--- src/rtl/output_uart.sv ---
// Captures CPU output-register writes into a small FIFO and streams each word
// over an 8N1 UART line, most-significant byte first.
module output_uart #(
  parameter int unsigned DataWidth     = 16,
  parameter int unsigned ClksPerBit    = 4,
  parameter int unsigned FifoDepthLog2 = 2
) (
  input  logic                 Clk,
  input  logic                 Reset,
  input  logic                 Ld,
  input  logic [DataWidth-1:0] DIn,
  output logic                 Tx,
  output logic                 Busy,
  output logic                 Full,
  output logic                 Overflow
);

  localparam int unsigned Depth    = 1 << FifoDepthLog2;
  localparam int unsigned NumBytes = DataWidth / 8;
  localparam int unsigned ByteIdxW = (NumBytes > 1) ? $clog2(NumBytes) : 1;
  localparam int unsigned BaudW    = $clog2(ClksPerBit);
  localparam int unsigned PtrW     = FifoDepthLog2;
  localparam int unsigned CntW     = FifoDepthLog2 + 1;

  localparam logic [BaudW-1:0]    BaudLast = BaudW'(ClksPerBit - 1);
  localparam logic [ByteIdxW-1:0] ByteLast = ByteIdxW'(NumBytes - 1);
  localparam logic [CntW-1:0]     CntFull  = CntW'(Depth);

  typedef enum logic [1:0] {StIdle, StStart, StData, StStop} state_e;

  state_e                state_q;
  logic                  ld_q;
  logic [DataWidth-1:0]  mem [Depth];
  logic [PtrW-1:0]       wr_ptr_q, rd_ptr_q;
  logic [CntW-1:0]       count_q;
  logic                  overflow_q;
  logic [BaudW-1:0]      baud_q;
  logic [2:0]            bit_idx_q;
  logic [ByteIdxW-1:0]   byte_idx_q;
  logic [DataWidth-1:0]  shift_q;
  logic                  tx_q;

  logic                  push, pop, push_ok, baud_end;
  logic [7:0]            cur_byte;
  logic [2:0]            bit_nxt;

  // The output register updates on the edge that samples Ld, so push one cycle later.
  assign push     = ld_q;
  assign pop      = (state_q == StIdle) && (count_q != '0);
  assign Full     = (count_q == CntFull);
  assign push_ok  = push && (!Full || pop);
  assign baud_end = (baud_q == BaudLast);
  assign bit_nxt  = bit_idx_q + 3'd1;
  assign cur_byte = 8'(shift_q >> {byte_idx_q, 3'b000});

  assign Tx       = tx_q;
  assign Busy     = (state_q != StIdle) || (count_q != '0);
  assign Overflow = overflow_q;

  always_ff @(posedge Clk or posedge Reset) begin
    if (Reset) begin
      ld_q       <= 1'b0;
      wr_ptr_q   <= '0;
      rd_ptr_q   <= '0;
      count_q    <= '0;
      overflow_q <= 1'b0;
    end else begin
      ld_q <= Ld;
      if (push_ok) wr_ptr_q <= wr_ptr_q + PtrW'(1);
      if (pop)     rd_ptr_q <= rd_ptr_q + PtrW'(1);
      case ({push_ok, pop})
        2'b10:   count_q <= count_q + CntW'(1);
        2'b01:   count_q <= count_q - CntW'(1);
        default: count_q <= count_q;
      endcase
      if (push && !push_ok) overflow_q <= 1'b1;
    end
  end

  // Storage is not reset; the cleared pointers/count keep stale entries unreachable.
  always_ff @(posedge Clk) begin
    if (push_ok) mem[wr_ptr_q] <= DIn;
  end

  always_ff @(posedge Clk or posedge Reset) begin
    if (Reset) begin
      state_q    <= StIdle;
      tx_q       <= 1'b1;
      baud_q     <= '0;
      bit_idx_q  <= '0;
      byte_idx_q <= '0;
      shift_q    <= '0;
    end else begin
      unique case (state_q)
        StIdle: begin
          tx_q   <= 1'b1;
          baud_q <= '0;
          if (pop) begin
            shift_q    <= mem[rd_ptr_q];
            byte_idx_q <= ByteLast;
            state_q    <= StStart;
            tx_q       <= 1'b0;
          end
        end
        StStart: begin
          if (baud_end) begin
            baud_q    <= '0;
            bit_idx_q <= '0;
            state_q   <= StData;
            tx_q      <= cur_byte[0];
          end else begin
            baud_q <= baud_q + BaudW'(1);
          end
        end
        StData: begin
          if (baud_end) begin
            baud_q <= '0;
            if (bit_idx_q == 3'd7) begin
              state_q <= StStop;
              tx_q    <= 1'b1;
            end else begin
              bit_idx_q <= bit_nxt;
              tx_q      <= cur_byte[bit_nxt];
            end
          end else begin
            baud_q <= baud_q + BaudW'(1);
          end
        end
        StStop: begin
          if (baud_end) begin
            baud_q <= '0;
            if (byte_idx_q != '0) begin
              byte_idx_q <= byte_idx_q - ByteIdxW'(1);
              state_q    <= StStart;
              tx_q       <= 1'b0;
            end else begin
              state_q <= StIdle;
              tx_q    <= 1'b1;
            end
          end else begin
            baud_q <= baud_q + BaudW'(1);
          end
        end
        default: begin
          state_q <= StIdle;
          tx_q    <= 1'b1;
        end
      endcase
    end
  end

endmodule

--- config.mk ---
export PLATFORM = sky130hd
export DESIGN_NAME = output_uart
export DESIGN_NICKNAME = d
export VERILOG_FILES = /design/src/rtl/output_uart.sv
export SDC_FILE = /design/constraint.sdc
export NUM_CORES = 1
export LEC_CHECK = 0
export CORE_ASPECT_RATIO = 1.4
export CORE_MARGIN = 10
export CORE_UTILIZATION = 50
export CTS_BUF_LIST = sky130_fd_sc_hd__clkbuf_8 sky130_fd_sc_hd__clkbuf_16
export CTS_CLUSTER_SIZE = 40
export DETAILED_ROUTE_END_ITERATION = 10
export PLACE_DENSITY = 0.77
export SKIP_CTS_REPAIR_TIMING = 1
export SYNTH_ARGS = -nofsm -noshare
export SYNTH_HDL_FRONTEND = slang
export SYNTH_SLANG_ARGS = --single-unit
--- constraint.sdc ---
create_clock -name Clk -period 2.4 [get_ports Clk]
set_clock_uncertainty 0.15 [all_clocks]
set_input_delay 0.36 -clock Clk [delete_from_list [all_inputs] [get_ports Clk]]
set_output_delay 0.36 -clock Clk [all_outputs]
set_load 0.03 [all_outputs]
==> key figures, run 1 <==
Floorplan
  – Die height: 127.1 µm
  – Core area: 8100 µm²
  – Initial core utilization: 50.56%
  – Row Count: 39
  – I/O Pins: 23
  – Die W: 96.49 µm
  – Die ar.: 12260 µm²

STA
  – Hold slack: 0.2598 ns
  – Final setup vio count: 0
  – Post-route minimum period: 2.309 ns
  – Final period util: 96.22%
  – Sum of negative setup slack: 0 ns
  – Hold Vio Cnt, Final: 0
  – Max_slew headroom: 71.00%
  – FMAX: 433.0 MHz
  – Measured slew at the worst slew-check pin: 0.4351 ns
  – Final Max Tran Viols: 0
  – RSZ-0062 raised after global routing: no

Clock network
  – Clk slew on worst S/H paths: 0.07 ns
  – Clock Tree Root: clkbuf_16
  – Skew-Pair Late Insertion Delay: roughly 0.34 ns
  – H-tree Lvls: 3
  – Clock Sinks: 98
  – CTS tree: yes
  – Maximum clock insertion buffer count: 2
  – CTS Buf Count: 9

Setup path
  – WP data required: between 1.5 and 2 ns
  – CP endpoint kind: primary output
  – Worst Path Arrival: 1.80 ns
  – Crit Path Class: reg2out
  – CP startpoint kind: register
  – Crit path max fanout: 4

Layout
  – Commonest non-fill, non-tap cells in the layout: edfxtp_1 (64), nand2_1 (54), dfrtp_1 (33), clkdlybuf4s50_1 (20), mux4_2 (18)
  – Area grow syn2layout: 16.28%
  – Nets: 325
  – Fin util: between 50% and 60%
  – # fillers: 622
  – Share of post-route cells with drive strength above 1: between 10% and 20%
  – Non-Filler Instances: 400
  – Most common cell after layout, fill and taps aside: edfxtp_1
  – N_diodes: 0
  – Final instance area: 4762 µm²

Detailed routing
  – Wirelength, routed: slightly above 7 mm
  – Final ANT Viol Nets: 0
  – Detailed-router iteration count before antenna repair: 4
  – Routed len/inst: ~18 µm
  – Vias/cell: 5.530
  – Initial DRC count: 110
  – Via Count: 2212
  – # DRC: 0

Pwr
  – Peak VDD IR: 0.6439 mV
  – LEAKAGE: between 1.5 and 2 nW
  – Pwr/cell area: 1272 nW/µm²

Global route
  – Number of global-route vias before repair: 2393
  – First-pass GRT wire length: 12.00 mm
  – Largest net degree at the start of global routing: 35
  – Total Routing Usage GR: about 13%
  – Gr ovfl total: 0
  – Initial antenna violation count: 0

Synthesis
  – Mapped Cells: 262
  – Post-synth net total: 294
  – Avg Inst Size Synth: 15.63 µm²
  – #FFs+latches synth: 98
  – Post-synthesis async set-or-reset flop share: 34.69%
  – Predominant post-synthesis flop cell: edfxtp_1
  – Post-Syn Area: 4095 µm²
  – Unique masters post-synth: 44
  – Post-synth EDFFs: 64
  – Sequential area share after synthesis: 67.74%
  – Ranking of synthesized cells by area: edfxtp_1 (47%), dfrtp_1 (20%), mux4_2 (9.9%), nand2_1 (4.9%), ha_1 (3.7%)
  – Synth top area share: 46.93%
  – Largest area contributor in the netlist: edfxtp_1
  – Synth warnings: 0

Place
  – HPWL Detailed: 4.868 mm
  – Dpl cell area: 4461 µm²
  – GPL Wtd Cong: between 0.7 and 0.8
  – Cells after DPL: 384
  – PortBufs: 22

Worst hold path
  – Hold Crit Class: in2async

Status
  – Status: finished, final reports clean

Flow run
  – Max-Cap Viols: 0
registers in the layout (all words and copies together), names as in the netlist, 2 cells and up:
name,cells
bit_idx_q,3
state_q,2
baud_q,2
mem,64
count_q,3
shift_q,16
wr_ptr_q,2
rd_ptr_q,2
critical path, stage by stage (launching register included):
cell      delay (ns)
dfrtp_1         0.41
inv_1           0.13
ha_2            0.22
or4b_4          0.49
clkbuf_2        0.20
power breakdown:
part	internal [mW]	total (mW)	switching (mW)
clock network	0.733	1.40	0.665
logic	0.987	2.07	1.08
registers	2.33	2.59	0.261
total	4.05	6.06	2.01
metrics by stage:
step / worst slack, ns / total power, mW
final: 0.09079 / 6.056
after global routing: 0.01384 / 6.435
after CTS: -0.3493 / 6.127
after detailed placement: -0.02309 / 4.711
after global placement: 0.06443 / 4.617
after floorplan: 0.3560 / 4.130
worst paths after layout:
kind	cells past startpoint	end	from	slack (ns)
worst max-delay path	4	Busy	state_q[1]$_DFFE_PP0P_	0.09
worst min-delay path	3	wr_ptr_q[0]$_DFFE_PP0P_	Reset	0.26
worst max register to register	7	state_q[0]$_DFFE_PP0P_	state_q[0]$_DFFE_PP0P_	0.17
worst min register to register	1	baud_q[0]$_DFF_PP0_	baud_q[0]$_DFF_PP0_	0.29
max in group asynchronous	3	Tx$_DFFE_PP1P_	Reset	1.50
min in group Clk	1	baud_q[0]$_DFF_PP0_	baud_q[0]$_DFF_PP0_	0.29
synth_stat cells, types with 3 or more instances:
master,count
o21ai_0,4
edfxtp_1,64
nand2_1,54
a21o_1,3
ha_1,12
dfrtp_1,33
and2_1,4
buf_2,7
nor2_1,3
nor2b_1,3
mux4_2,18
inv_1,8
nor3_1,4
o21ai_1,3
clkbuf_1,3
mux2_1,5
xnor2_1,4
logic make-up after synthesis:
kind of cell	count (synthesis)	synth area share (%)
flip-flops	98	67.74
AND/OR/NAND/NOR	75	8.310
multiplexers	26	12.16
AO/OA/AOI/OAI	25	4.430
buffers and inverters	20	2.139
adder cells (fa/ha/maj)	13	4.155
XOR/XNOR	5	1.069
area by class of cell:
type                            count  area (µm²)  area share (%)
Tap cell                          102       127.6           2.680
Inverter                            8       30.03          0.6306
Clock inverter                      7       71.32           1.498
Multi-Input combinational cell    144        1241           26.06
Clock buffer                        9       225.2           4.729
Timing Repair Buffer               32       292.8           6.148
Sequential cell                    98        2774           58.25
routing by layer:
metal	track usage [%]	share of wire (%)	vias to the layer above
met1	14.60	40	1121
li1	-	-	1035
met5	0	0	-
met3	2.169	2.0	19
met2	21.53	54	37
met4	7.890	3.6	0
Note: power is estimated with default switching activity, not from simulation.
==> run 2, diff against run 1 <==
- DONT_BUFFER_PORTS: default -> 1
- PLACE_DENSITY: 0.77 -> 0.73
==> run 2 against run 1 <==
Global-route usage decreased by 0.32 points; non-clock buffer count decreased by 4; count of clock-buffer cells in the layout unchanged; sequential share of layout area increased by 0.35 points; critical path type unchanged.
==> key figures, run 2 (same netlist as run 1, synthesis figures left out) <==
Status
  – Status: finished, final reports clean

Global route
  – Gr ovfl total: 0
  – Largest net degree at the start of global routing: 35
  – Total Routing Usage GR: 12.49%
  – Initial antenna violation count: 0
  – Number of global-route vias before repair: 2209
  – First-pass GRT wire length: 11.47 mm

STA
  – Post-route minimum period: roughly 2.2 ns
  – Hold slack: 0.2915 ns
  – Measured slew at the worst slew-check pin: 0.4188 ns
  – Max_slew headroom: between 70 and 80%
  – Final setup vio count: 0
  – Final Max Tran Viols: 0
  – Hold Vio Cnt, Final: 0
  – Sum of negative setup slack: 0 ns
  – FMAX: 450.4 MHz
  – RSZ-0062 raised after global routing: no
  – Final period util: ~93%

Detailed routing
  – Metal-1 WL: 2.645 mm
  – Wirelength, routed: between 7 and 8 mm
  – Met2 Routed Length: 4.009 mm
  – Via Count: 2132
  – Top sig layer: met4
  – Detailed-router iteration count before antenna repair: 4
  – Routed len/inst: 17.76 µm
  – Initial DRC count: between 90 and 100
  – # DRC: 0
  – Met3 wire len: between 200 and 250 µm
  – Final ANT Viol Nets: 0
  – Vias/cell: 5.384

Pwr
  – Peak VDD IR: 0.7374 mV
  – Pwr/cell area: 1279 nW/µm²
  – Final Total Pwr: 6.054 mW
  – LEAKAGE: 1.837 nW

Setup path
  – Worst Path Arrival: 1.71 ns
  – Crit path launch: state_q[0]$_DFFE_PP0P_
  – Crit path max fanout: 5
  – CP startpoint kind: register
  – R2r startpoint: state_q[0]$_DFFE_PP0P_
  – Setup slack, reg-to-reg: 0.24 ns
  – CP endpoint kind: primary output
  – Reg2reg path depth: 5
  – Crit Path Class: reg2out
  – FF-to-FF End: state_q[1]$_DFFE_PP0P_
  – WP data required: approximately 1.9 ns
  – Worst Setup EP: Busy

Layout
  – Max reg flops: 64
  – N_diodes: 0
  – Area grow syn2layout: 15.58%
  – Commonest non-fill, non-tap cells in the layout: edfxtp_1 (64), nand2_1 (54), dfrtp_1 (33), mux4_2 (18), dlygate4sd3_1 (18)
  – Area of the multi-input gates: 1236 µm²
  – FF/Latch Area: 2774 µm²
  – Reg with most FFs: mem
  – # fillers: 645
  – Final instance area: roughly 4700 µm²
  – Share of post-route cells with drive strength above 1: ~17%
  – Biggest regs: mem x64, shift_q x16
  – Most common cell after layout, fill and taps aside: edfxtp_1
  – Nets: roughly 320

Clock network
  – H-tree Lvls: 3
  – Clock Sinks: between 90 and 100
  – Maximum clock insertion buffer count: 2
  – Skew-Pair Late Insertion Delay: 0.33 ns
  – Clock Tree Root: clkbuf_16
  – CTS tree: yes
  – Clk slew on worst S/H paths: 0.06 ns
  – CTS Buf Count: 9

Floorplan
  – Core area: 8100 µm²
  – Die ar.: 12260 µm²
  – Die height: 127.1 µm
  – Initial core utilization: between 50% and 60%
  – Die W: 96.49 µm
  – Row Count: 39
  – I/O Pins: 23

Place
  – GPL Wtd Cong: roughly 0.80
  – Dpl cell area: 4240 µm²
  – PortBufs: 0
  – HPWL Detailed: 4.649 mm

Flow run
  – Max-Cap Viols: 0

Worst hold path
  – Hold Crit Class: reg2reg
-- run 2: cell count changes in the layout (fill, tap and decap cells not counted), moves of 3 or more --
| cell | change |
|---|---|
| dlygate4sd3_1 | +18 |
| inv_6 | -3 |
| clkdlybuf4s50_1 | -20 |
| and2_2 | -4 |
| and2_1 | +4 |
-- run 2: where the power goes --
group | switching, mW | leakage [nW] | internal, mW
registers | 0.305 | 0.997 | 2.33
logic | 1.02 | 0.689 | 0.933
clock network | 0.569 | 0.150 | 0.900
-- run 2: stage by stage --
| step | utilization (%) | setup WS (ns) | cells |
|---|---|---|---|
| 2_1_floorplan | - | 0.3560 | 262 |
| 3_3_place_gp | 52.35 | 0.1619 | 362 |
| 3_5_place_dp | 52.35 | 0.09308 | 362 |
| 4_1_cts | 56.18 | 0.06361 | 378 |
| 5_1_grt | 58.43 | 0.05042 | 396 |
| 6_report | 58.43 | 0.1797 | 396 |
-- run 2: final cells by class --
| type | count | share of cell area, % |
|---|---|---|
| clock buffers | 9 | 4.758 |
| clock inverters | 7 | 1.798 |
| inverters | 8 | 0.6344 |
| multi-input cells | 144 | 26.12 |
| flip-flops and latches | 98 | 58.60 |
| well taps | 102 | 2.696 |
| repair buffers | 28 | 5.393 |
-- run 2: critical path: stages, from the launching register on --
cell and delay, ns:
dfrtp_1 0.40, inv_1 0.14, ha_1 0.25, or4b_4 0.58
-- run 2: worst min-delay path by stage --
| stage | endpoint | from | cells after the start | slack, ns |
|---|---|---|---|---|
| 6_report | baud_q[0]$_DFF_PP0_ | baud_q[0]$_DFF_PP0_ | 1 | 0.29 |
| 5_1_grt | baud_q[0]$_DFF_PP0_ | baud_q[0]$_DFF_PP0_ | 1 | 0.31 |
| 4_1_cts | bit_idx_q[2]$_DFFE_PP0P_ | Reset | 2 | -0.14 |
| 3_5_place_dp | count_q[0]$_DFFE_PP0P_ | Reset | 2 | 0.22 |
| 3_3_place_gp | count_q[0]$_DFFE_PP0P_ | Reset | 2 | 0.21 |
| 2_1_floorplan | ld_q$_DFF_PP0_ | Ld | 0 | 0.24 |
-- run 2: per-layer routing --
metal | track usage (%) | vias up
met5 | 0 | -
met4 | 5.746 | 0
met3 | 3.869 | 11
met2 | 21.57 | 31
met1 | 13.41 | 1069
li1 | - | 1021
==> run 3, diff against run 2 <==
- CORE_MARGIN: 10 -> default
==> run 3 against run 2 <==
Register-to-register slack lost 0.03 ns; final cell count down 0.51%; largest cell class unchanged; critical endpoint unchanged; critical path type unchanged; clock power down 42%; non-clock buffer count rose by 1; sequential share of layout area rose by 1.3 points.
==> key figures, run 3 (same netlist as run 1, synthesis figures left out) <==
Detailed routing
  – # DRC: 0
  – Via Count: approximately 2100
  – Initial DRC count: 118
  – Wirelength, routed: about 6.6 mm
  – Routed len/inst: 16.72 µm
  – Final ANT Viol Nets: 0
  – Detailed-router iteration count before antenna repair: 4
  – Vias/cell: 5.434

STA
  – Sum of negative setup slack: 0 ns
  – Final period util: 94.40%
  – Hold Vio Cnt, Final: 0
  – Measured slew at the worst slew-check pin: 0.4443 ns
  – Fin worst setup slack: roughly 0.13 ns
  – Post-route minimum period: approximately 2.3 ns
  – Final setup vio count: 0
  – FMAX: between 400 and 500 MHz
  – RSZ-0062 raised after global routing: no
  – Final Max Tran Viols: 0
  – Max_slew headroom: 70.32%

Flow run
  – Max-Cap Viols: 0

Clock network
  – Skew-Pair Late Insertion Delay: 0.36 ns
  – Clock Tree Root: clkbuf_8
  – Clock Sinks: 98
  – Clk slew on worst S/H paths: 0.09 ns
  – H-tree Lvls: 3
  – CTS Buf Count: 9
  – Maximum clock insertion buffer count: 2
  – CTS tree: yes

Layout
  – Most common cell after layout, fill and taps aside: edfxtp_1
  – Commonest non-fill, non-tap cells in the layout: edfxtp_1 (64), nand2_1 (54), dfrtp_1 (33), mux4_2 (18), dlygate4sd3_1 (18)
  – Biggest regs: mem x64, shift_q x16
  – Max reg flops: 64
  – Share of post-route cells with drive strength above 1: about 16%
  – Area grow syn2layout: 12.99%
  – Reg with most FFs: mem
  – # fillers: 623
  – Nets: 322
  – N_diodes: 0

Floorplan
  – Die ar.: 8561 µm²
  – Core area: 7845 µm²
  – I/O Pins: 23
  – Row Count: 38
  – Initial core utilization: 52.20%
  – Die height: 109.1 µm
  – Die W: 78.49 µm

Setup path
  – Bufs and invs on worst path: 1
  – Crit path max fanout: 4
  – Worst Path Arrival: 1.76 ns
  – R2r startpoint: state_q[1]$_DFFE_PP0P_
  – CP cell instances: inv_1 -> ha_1 -> or4b_4
  – Slowest stage delay, CP: 0.58 ns
  – CP endpoint kind: primary output
  – WP data required: 1.89 ns
  – Worst path slowest cell: or4b_4
  – Crit Path Class: reg2out
  – CP startpoint kind: register
  – Crit path launch: state_q[1]$_DFFE_PP0P_
  – Critical path's top delay family: simple AND/OR/NAND/NOR gates

Pwr
  – Seq pwr share: 47.8%
  – Sw power: roughly 1.8 mW
  – Combinational group share of total power: 36.5%
  – Switching part of the total power: about 33%
  – Peak VDD IR: 0.6469 mV
  – Pwr/cell area: roughly 1200 nW/µm²
  – Clock power share: 15.6%
  – LEAKAGE: 1.785 nW
  – Int Pwr: about 3.7 mW

Global route
  – Gr ovfl total: 0
  – Number of global-route vias before repair: roughly 2200
  – First-pass GRT wire length: around 11 mm
  – Initial antenna violation count: 0
  – Total Routing Usage GR: 17.29%
  – Largest net degree at the start of global routing: 35

Place
  – GPL Wtd Cong: 0.7874
  – PortBufs: 0
  – Place WS: 0.2284 ns
  – HPWL Detailed: roughly 4.2 mm

Worst hold path
  – Hold Crit Class: reg2reg
  – Worst hold start: baud_q[0]$_DFF_PP0_

Status
  – Status: finished, final reports clean
## run 3: cell type report
class                           count  area, µm²  area share [%]
Sequential cell                    98       2774           59.95
Inverter                            8      30.03          0.6490
Multi-Input combinational cell    144       1234           26.66
Clock buffer                        9      123.9           2.677
Timing Repair Buffer               29      312.8           6.760
Tap cell                          100      125.1           2.704
Clock inverter                      6      27.53          0.5949
## run 3: final timing paths
kind	slack [ns]	cells after the start	endpoint
min in group asynchronous	0.38	3	wr_ptr_q[1]$_DFFE_PP0P_
setup / recovery	0.13	3	Busy
hold reg to reg	0.29	1	baud_q[0]$_DFF_PP0_
setup reg to reg	0.21	5	state_q[1]$_DFFE_PP0P_
hold / removal	0.29	1	baud_q[0]$_DFF_PP0_
max in group asynchronous	1.39	3	Tx$_DFFE_PP1P_
## run 3: power groups by stage
stage          sequential, mW  combinational (mW)  clock, mW
2_1_floorplan            2.56                1.57          0
4_1_cts                  2.63                2.01      0.893
5_1_grt                  2.69                2.23      0.945
6_report                 2.63                2.01      0.859
3_5_place_dp             2.67                2.00          0
3_3_place_gp             2.64                1.94          0
## run 3: routing by layer
metal | part of all wire, % | up-vias | routed length, µm | GRT usage (%)
li1 | - | 1022 | - | -
met3 | 2.7 | 10 | 175 | 5.188
met5 | 0 | - | 0 | 0
met1 | 43 | 1081 | 2824 | 20.03
met2 | 52 | 28 | 3447 | 29.14
met4 | 2.1 | 0 | 139 | 8.862
## run 3: stage by stage
stage                     hold slack [ns]  instance area [µm²]  utilization (%)  instances  total power, mW
final                              0.2946                 4627            58.98        394            5.498
after global routing               0.3099                 4627            58.98        394            5.865
after CTS                         -0.1799                 4447            56.68        376            5.534
after detailed placement           0.2225                 4295            54.75        361            4.671
after global placement             0.2151                 4295            54.75        361            4.584
after floorplan                    0.2414                 4095                -        262            4.130
